--- config.mk ---
export PLATFORM = sky130hd
export DESIGN_NAME = bootrom_arbiter_flat
export DESIGN_NICKNAME = d
export VERILOG_FILES = /design/src/rtl/bootrom_arbiter_if.sv /design/src/rtl/bootrom_arbiter.sv /design/src/flat_wrapper.sv
export SDC_FILE = /design/constraint.sdc
export NUM_CORES = 1
export LEC_CHECK = 0
export CAP_MARGIN = 10
export CORE_MARGIN = 2
export CORE_UTILIZATION = 30
export CTS_BUF_LIST = sky130_fd_sc_hd__clkbuf_16
export DETAILED_ROUTE_END_ITERATION = 6
export GPL_TIMING_DRIVEN = 0
export HOLD_SLACK_MARGIN = 0.08
export MAX_ROUTING_LAYER = met4
export PLACE_DENSITY = 0.9
export SYNTH_ARGS = -nofsm -noshare
export SYNTH_HDL_FRONTEND = slang
export SYNTH_SLANG_ARGS = --single-unit
--- constraint.sdc ---
create_clock -name clk -period 3.2 [get_ports clk]
set_input_delay 0.32 -clock clk [delete_from_list [all_inputs] [get_ports clk]]
set_output_delay 0.32 -clock clk [all_outputs]
set_load 0.05 [all_outputs]
--- src/rtl/bootrom_arbiter_if.sv ---
// bootrom_arbiter_if: request/grant/response bundle between bus masters
// and the boot ROM arbiter, one lane per master port.
interface bootrom_arbiter_if #(
    parameter int N_PORTS = 2
);
    logic [N_PORTS-1:0]    req;
    logic [N_PORTS*32-1:0] addr;
    logic [N_PORTS-1:0]    gnt;
    logic [N_PORTS-1:0]    rvalid;
    logic [31:0]           rdata;
    logic                  rerr;

    modport master (
        output req, addr,
        input  gnt, rvalid, rdata, rerr
    );

    modport slave (
        input  req, addr,
        output gnt, rvalid, rdata, rerr
    );
endinterface

--- src/rtl/bootrom_arbiter.sv ---
// bootrom_arbiter: round-robin N-port read front end for a single-port boot ROM.
// Validates byte addresses and routes each word back through a tag pipeline.
module bootrom_arbiter #(
    parameter int          N_PORTS     = 2,
    parameter int          DEPTH_WORDS = 4096,
    parameter logic [31:0] BASE_ADDR   = 32'h1FC0_0000,
    parameter int          ROM_LATENCY = 1,
    parameter int          ROM_AW      = $clog2(DEPTH_WORDS)
) (
    input  logic              clk,
    input  logic              rst,
    bootrom_arbiter_if.slave  bus,
    output logic              rom_en,
    output logic [ROM_AW-1:0] rom_addr,
    input  logic [31:0]       rom_data
);
    localparam int          IW   = (N_PORTS > 1) ? $clog2(N_PORTS) : 1;
    localparam logic [31:0] SPAN = 32'(DEPTH_WORDS) << 2;
    localparam int          LAST = ROM_LATENCY - 1;

    logic [IW-1:0]                  r_last;
    logic [ROM_AW-1:0]              r_addr;
    logic [ROM_LATENCY-1:0]         r_v;
    logic [ROM_LATENCY-1:0]         r_e;
    logic [ROM_LATENCY-1:0][IW-1:0] r_p;

    logic          w_any;
    logic          w_go;
    logic          w_err;
    logic          w_en;
    logic [IW-1:0] w_idx;
    logic [31:0]   w_a;
    logic [31:0]   w_off;

    // Ports above r_last win first, then the scan wraps to port 0.
    always_comb begin
        w_any = 1'b0;
        w_idx = '0;
        w_a   = '0;
        for (int i = 0; i < N_PORTS; i++) begin
            if (!w_any && bus.req[i] && (IW'(i) > r_last)) begin
                w_any = 1'b1;
                w_idx = IW'(i);
                w_a   = bus.addr[32*i +: 32];
            end
        end
        for (int i = 0; i < N_PORTS; i++) begin
            if (!w_any && bus.req[i] && (IW'(i) <= r_last)) begin
                w_any = 1'b1;
                w_idx = IW'(i);
                w_a   = bus.addr[32*i +: 32];
            end
        end
    end

    // Wrapping subtract folds below-base addresses into the out-of-range case.
    assign w_go     = w_any & rst;
    assign w_off    = w_a - BASE_ADDR;
    assign w_err    = (w_a[1:0] != 2'b00) || (w_off >= SPAN);
    assign w_en     = w_go & ~w_err;
    assign rom_en   = w_en;
    assign rom_addr = w_en ? w_off[ROM_AW+1:2] : r_addr;

    always_comb begin
        bus.gnt = '0;
        if (w_go) begin
            bus.gnt[w_idx] = 1'b1;
        end
    end

    always_comb begin
        bus.rvalid = '0;
        if (r_v[LAST]) begin
            bus.rvalid[r_p[LAST]] = 1'b1;
        end
    end

    assign bus.rdata = (r_v[LAST] && !r_e[LAST]) ? rom_data : 32'h0;
    assign bus.rerr  = r_v[LAST] & r_e[LAST];

    always_ff @(posedge clk or negedge rst) begin
        if (!rst) begin
            r_last <= IW'(N_PORTS - 1);
            r_addr <= '0;
            r_v    <= '0;
            r_e    <= '0;
            r_p    <= '0;
        end else begin
            if (w_go) begin
                r_last <= w_idx;
            end
            if (w_en) begin
                r_addr <= rom_addr;
            end
            r_v[0] <= w_go;
            r_p[0] <= w_idx;
            r_e[0] <= w_err;
            for (int s = 1; s < ROM_LATENCY; s++) begin
                r_v[s] <= r_v[s-1];
                r_p[s] <= r_p[s-1];
                r_e[s] <= r_e[s-1];
            end
        end
    end
endmodule

--- src/flat_wrapper.sv ---
// flat-port wrapper written by rule: the top's interface ports become plain ports
module bootrom_arbiter_flat 
#(
    parameter int          N_PORTS     = 2,
    parameter int          DEPTH_WORDS = 4096,
    parameter logic [31:0] BASE_ADDR   = 32'h1FC0_0000,
    parameter int          ROM_LATENCY = 1,
    parameter int          ROM_AW      = $clog2(DEPTH_WORDS)
)
  (clk, rst, rom_en, rom_addr, rom_data, bus_req, bus_addr, bus_gnt, bus_rvalid, bus_rdata, bus_rerr);
  bootrom_arbiter_if #(.N_PORTS(N_PORTS)) bus_i ();
  input  logic clk;
  input  logic rst;
  output logic rom_en;
  output logic [ROM_AW-1:0] rom_addr;
  input  logic [31:0] rom_data;
  input wire logic [$bits(bus_i.req)-1:0] bus_req;
  input wire logic [$bits(bus_i.addr)-1:0] bus_addr;
  output wire logic [$bits(bus_i.gnt)-1:0] bus_gnt;
  output wire logic [$bits(bus_i.rvalid)-1:0] bus_rvalid;
  output wire logic [$bits(bus_i.rdata)-1:0] bus_rdata;
  output wire logic [$bits(bus_i.rerr)-1:0] bus_rerr;
  assign bus_i.req = bus_req;
  assign bus_i.addr = bus_addr;
  assign bus_gnt = bus_i.gnt;
  assign bus_rvalid = bus_i.rvalid;
  assign bus_rdata = bus_i.rdata;
  assign bus_rerr = bus_i.rerr;
  bootrom_arbiter #(.N_PORTS(N_PORTS), .DEPTH_WORDS(DEPTH_WORDS), .BASE_ADDR(BASE_ADDR), .ROM_LATENCY(ROM_LATENCY), .ROM_AW(ROM_AW)) u_core (.clk(clk), .rst(rst), .bus(bus_i), .rom_en(rom_en), .rom_addr(rom_addr), .rom_data(rom_data));
endmodule
# ---- Word level (Yosys, flattened, before mapping)
# Index checks and enable logic that the tools add are counted.
dict set report totals {
  ff_bits 16
  input_bits 100
  wordCells 54
}
dict set report classes {
  n_addsub 1
  n_lt_le_gt_ge 9
  muxes 19
  bitwise_logic 4
  reduce_logical 16
}
# op n
set op_table {}
lappend op_table {{two-way mux 32 bit} 5}
lappend op_table {{>= comparator 32 x 15 -> 1 bit, second input constant} 1}
lappend op_table {{subtractor 32 x 29 -> 32 bit, second input constant} 1}
lappend op_table {{two-way mux 12 bit} 1}
lappend op_table {{logical AND 1 bit} 10}
lappend op_table {{two-way mux 1 bit} 9}
lappend op_table {{logical NOT 1 bit} 4}
lappend op_table {{< comparator 1 x 2 -> 1 bit, second input constant} 2}
lappend op_table {{two-way mux 2 bit} 2}
lappend op_table {{AND 1 bit} 3}
lappend op_table {{demux 1 bit (select 1 bit)} 2}
lappend op_table {{>= comparator 1 bit, second input constant} 2}
lappend op_table {{greater-than comparator 1 bit, first input constant} 2}
lappend op_table {{<= comparator 1 bit, first input constant} 2}
lappend op_table {{nonzero test 2 bit} 1}
lappend op_table {{logical OR 1 bit} 1}
lappend op_table {{inverter 1 bit} 1}

# ---- Longest topological paths before layout
dict set report logic_depth {
  word_depth 21
  mapped_depth 6
}

# ---- Least setup slack after synthesis
# Ideal clock, no wire load.
dict set report synth_path {
  path_kind {flip-flop to output port}
  from {register u_core.r_last}
  to {output port rom_addr[0]}
  arrival_time_ns 2.111
  t_required_ns 2.880
  path_slack_ns 0.769
  path_stages_with_launch 7
  n_path_buf 1
  path_cell_list {dfstp_2 inv_1 a21boi_1 and2_1 o22ai_4 buf_6 mux2_4}
}
dict set report synth_between {
  elab_chain_cells 21
}
# item line_no
set synth_rtl {}
lappend synth_rtl {{from (decl)} bootrom_arbiter.sv:21} ;# logic [IW-1:0] r_last;
lappend synth_rtl {{from (signal assigned)} bootrom_arbiter.sv:83} ;# r_last <= IW'(N_PORTS - 1);
lappend synth_rtl {{from (signal assigned)} bootrom_arbiter.sv:90} ;# r_last <= w_idx;
lappend synth_rtl {{greater-than comparator 1 bit} bootrom_arbiter.sv:41} ;# if (!w_any && bus.req[i] && (IW'(i) > r_last)) begin
lappend synth_rtl {{logical AND 1 bit} bootrom_arbiter.sv:41}
lappend synth_rtl {{two-way mux 1 bit} bootrom_arbiter.sv:41}
lappend synth_rtl {{logical NOT 1 bit} bootrom_arbiter.sv:41}
lappend synth_rtl {{logical AND 1 bit (2 in a row)} bootrom_arbiter.sv:41}
lappend synth_rtl {{two-way mux 1 bit} bootrom_arbiter.sv:41}
lappend synth_rtl {{logical NOT 1 bit} bootrom_arbiter.sv:48} ;# if (!w_any && bus.req[i] && (IW'(i) <= r_last)) begin
lappend synth_rtl {{logical AND 1 bit (2 in a row)} bootrom_arbiter.sv:48}
lappend synth_rtl {{[2 not listed]} -}
lappend synth_rtl {{logical AND 1 bit (2 in a row)} bootrom_arbiter.sv:48}
lappend synth_rtl {{two-way mux 32 bit} bootrom_arbiter.sv:48}
lappend synth_rtl {{subtractor 32 x 29 -> 32 bit} bootrom_arbiter.sv:58} ;# assign w_off = w_a - BASE_ADDR;
lappend synth_rtl {{>= comparator 32 x 15 -> 1 bit} bootrom_arbiter.sv:59} ;# assign w_err = (w_a[1:0] != 2'b00) || (w_off >= SPAN);
lappend synth_rtl {{logical OR 1 bit} bootrom_arbiter.sv:59}
lappend synth_rtl {{inverter 1 bit} bootrom_arbiter.sv:60} ;# assign w_en = w_go & ~w_err;
lappend synth_rtl {{AND 1 bit} bootrom_arbiter.sv:60}
lappend synth_rtl {{two-way mux 12 bit *} bootrom_arbiter.sv:62} ;# assign rom_addr = w_en ? w_off[ROM_AW+1:2] : r_addr;
lappend synth_rtl {{to (decl)} flat_wrapper.sv:15} ;# output logic [ROM_AW-1:0] rom_addr;
# Every way passes the cells marked *; elsewhere a longest branch is shown, timed or not.

# ---- Worst setup path in the final report
dict set report layout_path {
  from {input port bus_addr[1]}
  to {output port rom_en}
}
dict set report layout_between {
  elab_chain_cells 9
}
# item line_no
set layout_rtl {}
lappend layout_rtl {{from (decl)} flat_wrapper.sv:18} ;# input wire logic [$bits(bus_i.addr)-1:0] bus_addr;
lappend layout_rtl {{two-way mux 32 bit (2 in a row)} bootrom_arbiter.sv:41}
lappend layout_rtl {{two-way mux 32 bit * (2 in a row)} bootrom_arbiter.sv:48}
lappend layout_rtl {{subtractor 32 x 29 -> 32 bit} bootrom_arbiter.sv:58}
lappend layout_rtl {{>= comparator 32 x 15 -> 1 bit} bootrom_arbiter.sv:59}
lappend layout_rtl {{logical OR 1 bit *} bootrom_arbiter.sv:59}
lappend layout_rtl {{inverter 1 bit *} bootrom_arbiter.sv:60}
lappend layout_rtl {{AND 1 bit *} bootrom_arbiter.sv:60}
lappend layout_rtl {{to (decl)} flat_wrapper.sv:14} ;# output logic rom_en;
# Marks and branches as above.

==> flow_metrics.env <==
export IMPL_syn_area_sq_um=1329
export IMPL_crit_buf_inv=4
export IMPL_max_slew_worst_pin_slew_ps=525.6
export IMPL_critPathRequiredTime_ps=2880
export IMPL_numCtsBuffers=3
export IMPL_worstPathCellList="clkdlybuf4s50_1 > or4b_4 > nor3_4 > o22ai_4 > buf_6 > inv_1 > clkdlybuf4s50_1"
export IMPL_initial_core_util_pct=30.73
export IMPL_fin_skew_ps=3.245
export IMPL_grt_pass1_wl_microns=6948
export IMPL_critPathKind="in2out"
export IMPL_setup_viol=0
export IMPL_fin_cells=327
export IMPL_via_per_inst=4.651
export IMPL_nFillCells=353
export IMPL_via_count=1521
export IMPL_fin_hold_ws_ps=108.7
export IMPL_critPathMaxFanout=10
export IMPL_ir_drop_mv=0.4450
export IMPL_ys_warn_count=0
export IMPL_cts_tree="built"
export IMPL_area_growth_pct=123.9
export IMPL_cp_slowest_stage_delay_ps=790
export IMPL_cts_root_buf="clkbuf_16"
export IMPL_finalHoldViolations=0
export IMPL_wl_per_cell_microns=13.72
export IMPL_gr_usage_met1_pct=18.72
export IMPL_synthCells=122
export IMPL_fin_setup_tns_ps=0
export IMPL_run_status="complete, no violations"
export IMPL_cpLargestDelayFamily="buffers and inverters"
export IMPL_busiest_layer="met2"
export IMPL_use_met3_pct=4.986
export IMPL_max_cap_violations=0
export IMPL_cts_sinks=16
export IMPL_drt_iter0_drc=13
export IMPL_finalCriticalPeriod_ps=3025
export IMPL_drive_gt1_share_pct=13.45
export IMPL_drv_slew=0
export IMPL_cp_start_kind="input pin"
export IMPL_grt_ovfl_total=0
export IMPL_clk_pin_slew_worst_paths_ps=50
export IMPL_antenna_found_initial=0
export IMPL_rows=24
export IMPL_dpl_cell_count=323
export IMPL_routed_wl_microns=4485
export IMPL_first_pass_iters=4
export IMPL_n_antenna_cell=0
export IMPL_clk_latency_ps=250
export IMPL_clock_fmax_mhz=330.5
export IMPL_coreArea_sq_um=4324
export IMPL_p_leak_uw=0.001347
export IMPL_die_h_microns=70.55
export IMPL_critPathSlowestCell="clkdlybuf4s50_1"
export IMPL_arrival_ps=2710
export IMPL_ys_ff_latch=16
export IMPL_rsz0062_at_grt="no"
export IMPL_syn_area_per_cell_sq_um=10.89
export IMPL_io_pins=150
export IMPL_worst_setup_path_end_kind="primary output"
export IMPL_ys_seq_area_share_pct=30.23
export IMPL_grt_pass1_vias=1536
export IMPL_grtUsageMet2_pct=33.54
export IMPL_portBuffers=149
export IMPL_timing_rr_start="u_core.r_last"
export IMPL_finalCritPeriodShare_pct=94.54
export IMPL_dpl_instance_area_sq_um=2885
export IMPL_route_detailed_drc=0
export IMPL_reg2reg_to="u_core.r_addr[5]"
export IMPL_slew_headroom_pct=64.85
export IMPL_dieWidth_microns=70.55
export IMPL_grt_total_usage_pct=17.73
export IMPL_grt_max_degree=20
export IMPL_final_core_util_pct=68.81
export IMPL_syn_nets=222
export IMPL_r2r_slack_ps=1300
export IMPL_routabilityCongestion=0.6618
export IMPL_crit_top_cell="clkdlybuf4s50_1"
export IMPL_hold_path_class="in2async"
export IMPL_cts_buffer_depth=2
export IMPL_p_per_area_nw_per_um2=386.3
export IMPL_synth_cell_type_count=25
export IMPL_dieArea_sq_um=4977
export IMPL_dp_hpwl_microns=3857
export IMPL_reg2regPathDepth=6
export IMPL_final_nets=376
export IMPL_htree_levels=1
export IMPL_ant_nets=0
export IMPL_fin_area_sq_um=2975
-- cells in the final DEF (no fill, tap or decap), types with 3 or more instances in the layout --
cell type | netlist | layout
a22o_1 | 12 | 12
and2_1 | 36 | 36
clkbuf_1 | 5 | 3
clkbuf_16 | 0 | 3
clkdlybuf4s50_1 | 0 | 136
dfrtp_1 | 15 | 15
dlygate4sd2_1 | 0 | 6
dlymetal6s2s_1 | 0 | 6
inv_1 | 2 | 3
mux2_2 | 5 | 5
mux2_4 | 19 | 19
nand3_1 | 4 | 4
nor4_1 | 3 | 3
nor4bb_1 | 3 | 3
-- stage by stage --
stage	power (uW)	setup slack, ps
global route	1199	75.56
floorplan	675.0	769.5
finish	1149	174.7
global placement	920.1	-380.1
detailed placement	931.3	-360.7
CTS	1157	2.962
-- sequential cells by signal, summed over array words and instances, names as in the netlist --
signal         count
u_core.r_p         1
u_core.r_addr     12
u_core.r_v         1
u_core.r_e         1
u_core.r_last      1
-- cell families after synthesis --
family | after synthesis | share of synthesized area [%]
buffers and inverters | 9 | 3.673
muxes | 24 | 25.71
AOI/OAI and AO/OA | 18 | 12.43
and+or+nand+nor | 55 | 27.97
DFF | 16 | 30.23
-- layout make-up --
class                      instances  area [sq um]  share of cell area (%)
inverter                           2         7.507                  0.2523
clock buffer                       3         75.07                   2.523
timing repair buffer             149          1500                   50.42
clock inverter                     1         3.754                  0.1262
sequential                        16         401.6                   13.50
tap                               52         65.06                   2.187
multi-input combinational         97         878.3                   29.52
buffer                             7         43.79                   1.472
-- cell usage after synthesis --
| library cell | n | area [sq um] |
|---|---|---|
| and2_1 | 36 | 225.2 |
| o22ai_1 | 1 | 6.260 |
| mux2_2 | 5 | 56.30 |
| nor4bb_1 | 3 | 30.03 |
| o21bai_1 | 1 | 7.510 |
| clkbuf_1 | 5 | 18.77 |
| a21boi_1 | 1 | 7.510 |
| nor3_4 | 1 | 16.27 |
| dfstp_2 | 1 | 26.28 |
| nor2_1 | 2 | 7.510 |
| buf_6 | 2 | 22.52 |
| nor4b_1 | 1 | 8.760 |
| mux2_4 | 19 | 285.3 |
| and4b_1 | 1 | 10.01 |
| a22o_1 | 12 | 105.1 |
| o22ai_4 | 1 | 20.02 |
| inv_1 | 2 | 7.510 |
| nor2b_1 | 2 | 12.51 |
| o21a_1 | 1 | 7.510 |
| nor4_1 | 3 | 18.77 |
| nand4b_1 | 1 | 8.760 |
| or4b_4 | 1 | 13.76 |
| dfrtp_1 | 15 | 375.4 |
| a21boi_2 | 1 | 11.26 |
| nand3_1 | 4 | 20.02 |
-- power breakdown --
| part | internal (uW) | switching [uW] |
|---|---|---|
| Sequential | 254 | 26.2 |
| Clock | 166 | 76.1 |
| Combinational | 315 | 313 |
-- worst max path at each step --
stage / start / to / slack (ps) / depth (start not counted)
after CTS: bus_addr[1] / rom_addr[4] / 3 / 7
final: bus_addr[1] / rom_en / 170 / 7
after floorplan: u_core.r_last / rom_addr[0] / 770 / 6
after global routing: bus_addr[1] / rom_en / 80 / 7
after detailed placement: rst / rom_addr[11] / -360 / 8
after global placement: rst / rom_addr[11] / -380 / 8
-- worst reg2reg max path: stages (launching register included) --
cell,delay (ps)
dfstp_2,530
inv_1,50
a21boi_1,310
and2_1,250
o22ai_4,130
buf_6,200
mux2_4,310
-- layer usage --
metal	wire [microns]	part of all wire [%]
met1	1612	36
met2	2427	54
met3	423	9.4
met4	21	0.47
met5	0	0
-- timing repair --
action | in CTS | in global routing
endpoints found under the setup margin | 13 | 6
gates resized for setup | 10 | 8
hold buffers | 0 | 0
pin swaps | 0 | 0
setup buffers | 0 | 0
No activity file was read; power rests on OpenSTA's default activity.
